## config.mk

```make
export PLATFORM = sky130hd
export DESIGN_NAME = tgl_edge_det
export DESIGN_NICKNAME = d
export VERILOG_FILES = /design/src/rtl/tgl_edge_det.sv
export SDC_FILE = /design/constraint.sdc
export NUM_CORES = 1
export LEC_CHECK = 0
export BUFFER_PORTS_ARGS = -buffer_cell sky130_fd_sc_hd__buf_2
export CAP_MARGIN = 5
export CORE_AREA = 5 5 42 44
export DETAILED_ROUTE_END_ITERATION = 6
export DIE_AREA = 0 0 47 49
export PLACE_DENSITY = 0.3
export SYNTH_ARGS = -nofsm -noshare
export SYNTH_HDL_FRONTEND = slang
export SYNTH_SLANG_ARGS = --single-unit
```

## constraint.sdc

```tcl
create_clock -name clk -period 1.1 [get_ports clk]
set_input_delay 0.165 -clock clk [delete_from_list [all_inputs] [get_ports clk]]
set_output_delay 0.165 -clock clk [all_outputs]
set_load 0.05 [all_outputs]
```

## src/rtl/tgl_edge_det.sv

```systemverilog
// tgl_edge_det: synchronizes one toggle-encoded line and emits a one-cycle
// event for every level change.
// Ports: clk, rst (sync, active-high), tgl (async toggle line in),
//        evt (registered event strobe out).
// Latency from a toggle to evt is SYNC_STAGES+1 cycles. The first sample
// after rst is only a reference level and never produces an event.
module tgl_edge_det #(
  parameter int SYNC_STAGES = 2
) (
  input  logic clk,
  input  logic rst,
  input  logic tgl,
  output logic evt
);

  logic [SYNC_STAGES-1:0] sync_q;
  logic                   prev_q;
  // vld_q[i] marks sync_q[i] as holding a real post-reset sample;
  // vld_q[SYNC_STAGES] does the same for prev_q. Comparing against a
  // cleared prev_q would otherwise fake an event when the line idles high.
  logic [SYNC_STAGES:0]   vld_q;

  always_ff @(posedge clk) begin
    if (rst) begin
      sync_q <= '0;
      prev_q <= 1'b0;
      vld_q  <= '0;
      evt    <= 1'b0;
    end else begin
      sync_q <= {sync_q[SYNC_STAGES-2:0], tgl};
      prev_q <= sync_q[SYNC_STAGES-1];
      vld_q  <= {vld_q[SYNC_STAGES-1:0], 1'b1};
      evt    <= vld_q[SYNC_STAGES] & (sync_q[SYNC_STAGES-1] ^ prev_q);
    end
  end

endmodule

```

==> results.md <==
Run status:
- The flow ran to the end, and the final reports show no timing, DRC or antenna violations.

STA:
- Setup violations remaining at the end of the flow were counted as 0.
- The count of endpoints failing hold in the final timing report is 0.
- The worst slew slack as a fraction of its limit is between 80% and 90%.
- Static timing analysis puts the maximum clock frequency at 1.04 GHz.
- Across the routed clock network, the largest skew measured is 0.000947 ns.
- The worst path uses ~90% of the clock period.
- The total count of max-transition violations in the final report is 0.
- Setup repair after global routing left no endpoint under its margin.
- The slew at the pin closest to its max-slew limit is around 0.25 ns.
- The routed design could run at a clock period as short as around 0.97 ns.
- Adding up every negative setup slack in the final design gives 0 ns.

Synthesis:
- Synthesis handed over a netlist of 15 instances.
- The library cell occupying the most area in the post-synthesis netlist is sky130_fd_sc_hd__dfxtp_1.
- Counting distinct cell types in the post-synthesis netlist gives 5.
- The sequential fraction of the synthesis area is about three quarters.
- The count of synthesis-stage warnings from yosys is 0.
- Of the post-synthesis cell area, the dominant cell type holds 73.7%.
- Counting every net in the synthesized netlist gives 18.
- By area the synthesized netlist is led by sky130_fd_sc_hd__dfxtp_1 (74%), sky130_fd_sc_hd__nor2b_1 (16%), sky130_fd_sc_hd__xor2_1 (4.6%).
- The synthesized design contains 7 register bits.
- The mapped netlist covers 190 um2.
- The mean cell area of the mapped netlist is between 10 and 15 um2.

Critical path:
- Traced cell by cell, the critical path runs through buf_2.
- Data arrives at the worst endpoint at approximately 0.8 ns.
- STA classifies the critical path endpoint as a primary output.
- The worst setup path category is flop to primary output.
- The worst endpoint required time is around 0.94 ns.
- The element type at the critical path start is a flop.
- The critical path's top delay family is flip-flops.
- Counting both buffers and inverters, the worst setup path holds a total of 1.
- The largest incremental delay on the critical path is 0.30 ns.
- The slowest stage of the critical path is the sky130_fd_sc_hd__dfxtp_1 cell.
- The highest net fanout along the worst path is 1.

Pwr:
- In this run the power density over the cells is 2040 nW/um2.
- Of the total power, the clock network draws a little under half.
- The worst voltage drop across the vdd grid is just over 500 uV.
- For this design the static power due to leakage is about 0.12 nW.
- Combinational logic is responsible for 3.0% of the overall power.
- The proportion of power drawn by flip-flops and latches is 51.9%.
- The internal power of the cells totals 0.410 mW.
- The net switching power of the design is just over 0.1 mW.
- Net switching is around a fifth of the power.

Final layout:
- Across the whole layout, storage elements account for 140 um2.
- The count of fill cells added during filler insertion is 169.
- The number of antenna diodes in the final layout is 0.
- For this run, the share of the core covered by cells in the final layout is 17.9%.
- The multi-input logic area is roughly 46 um2.
- The cell area after layout is around 250 um2.
- In the final layout, the share of cells above drive strength 1 is 31.8%.
- The most frequent standard cell in the layout excluding fill and tap cells is sky130_fd_sc_hd__dfxtp_1.
- The post-layout net count is 26.
- The library cells used most frequently in the layout, excluding fill and tap cells, are sky130_fd_sc_hd__dfxtp_1 (7), sky130_fd_sc_hd__nor2b_1 (5), sky130_fd_sc_hd__clkbuf_4 (3), sky130_fd_sc_hd__buf_2 (3).
- From synthesis to final layout, the design area changed by 32.2%.

GRT:
- The number of antenna violations at the first check in global routing is 0.
- The global-route congestion overflow total is 0.
- The first global-routing pass estimated 407 um of wire.
- Entering global routing, the biggest net connects 7 pins.
- Global routing used 3.32% of the available tracks.
- The via count of the first global-routing pass is 95.

Clock network:
- The clock tree buffer depth is 2.
- The clock transition time at the flip-flop clock pins of the worst setup and hold paths is 0.05 ns.
- The CTS buffer count is 3.
- Buffers added to address setup during post-CTS repair amount to 0.
- The number of hold buffers added after CTS is 0.
- The number of sinks handled by clock tree synthesis is 7.
- The CTS tree is done.
- The clock latency reported for the late side of the worst-skew pair is 0.25 ns.
- The clock root buffer is sky130_fd_sc_hd__clkbuf_4.
- In this run the number of H-tree levels came out at 1.
- The number of resized instances in the post-cts repair step is 0.

Floorplan:
- The effective utilization at floorplan is between 10% and 20%.
- The row count is 14.
- The total core area is around 1400 um2.
- From bottom edge to top edge, the die measures 49 um.
- The chip width is 47 um.
- 4 I/O pins were placed.
- The die covers 2300 um2.

Worst hold path:
- In this run the worst hold path is classified as input port to flop.

Drt:
- The routed wire length per instance is approximately 6.5 um.
- Wires add up to 248 um.
- In this run the remaining antenna-violating nets after routing total 0.
- The detailed-route vias per instance is 2.87.
- The starting DRC count in detailed routing is 2.
- Detailed routing inserted a total of 109 vias.
- The count of TritonRoute iterations in the first routing pass is 2.
- For this run, design rule violations remaining after detail routing come to 0.

Flow run:
- Max-cap violations in this run came to 0.

Place:
- The wire-length estimate of the detail-placed layout is 164 um.
- Once placement finished, the instance area stood at between 200 and 250 um2.
- The number of port buffers is 3.
- The final weighted congestion in routability-driven placement is 0.594.
[flip-flops by register name (all words and copies together) (netlist names)]
register,cells
evt,1
prev_q,1
vld_q,3
sync_q,2
[logic make-up after synthesis]
group | count (synthesis) | share of synthesized area (%)
AND/OR/NAND/NOR | 6 | 19.7
XOR/XNOR | 1 | 4.61
buffers and inverters | 1 | 1.97
flip-flops | 7 | 73.7
[metal layers]
layer | track usage [%] | up-vias | part of all wire, %
li1 | - | 60 | -
met1 | 3.10 | 41 | 49
met3 | 4.43 | 2 | 15
met2 | 2.04 | 6 | 29
met5 | 0 | - | 0
met4 | 5.53 | 0 | 6.9
[worst paths after layout]
check                             from                    to  slack [ns]  cells past startpoint
setup reg to reg     prev_q$_SDFF_PP0_        evt$_SDFF_PP0_        0.38                      2
hold / removal                     tgl  sync_q[0]$_SDFF_PP0_        0.12                      2
setup / recovery        evt$_SDFF_PP0_                   evt        0.13                      1
hold reg to reg   sync_q[0]$_SDFF_PP0_  sync_q[1]$_SDFF_PP0_        0.43                      1
[cells in the mapped netlist, drive strengths merged]
master and number:
and3 1, inv 1, xor2 1, nor2b 5, dfxtp 7
[stage by stage]
stage / std cells / setup WS, ns / power, mW / hold slack (ns)
after floorplan: 15 / 0.348 / 0.280 / 0.220
after global placement: 34 / 0.388 / 0.287 / 0.377
after detailed placement: 34 / 0.390 / 0.287 / 0.380
after CTS: 38 / 0.121 / 0.523 / 0.117
after global routing: 38 / 0.0816 / 0.550 / 0.101
final: 38 / 0.135 / 0.513 / 0.121
[final cells by class]
cell class / count / area share, %
clock buffer: 4 / 10.4
multi-input combinational: 7 / 18.4
timing repair buffer: 3 / 5.97
tap: 16 / 7.96
inverter: 1 / 1.49
sequential: 7 / 55.7
[power groups by stage]
stage | Combinational [mW] | Clock [mW] | Sequential [mW]
floorplan | 0.00739 | 0 | 0.272
global placement | 0.0156 | 0 | 0.272
detailed placement | 0.0158 | 0 | 0.272
CTS | 0.0158 | 0.241 | 0.266
global route | 0.0175 | 0.266 | 0.267
finish | 0.0155 | 0.231 | 0.266
No activity file was read; power rests on OpenSTA's default activity.
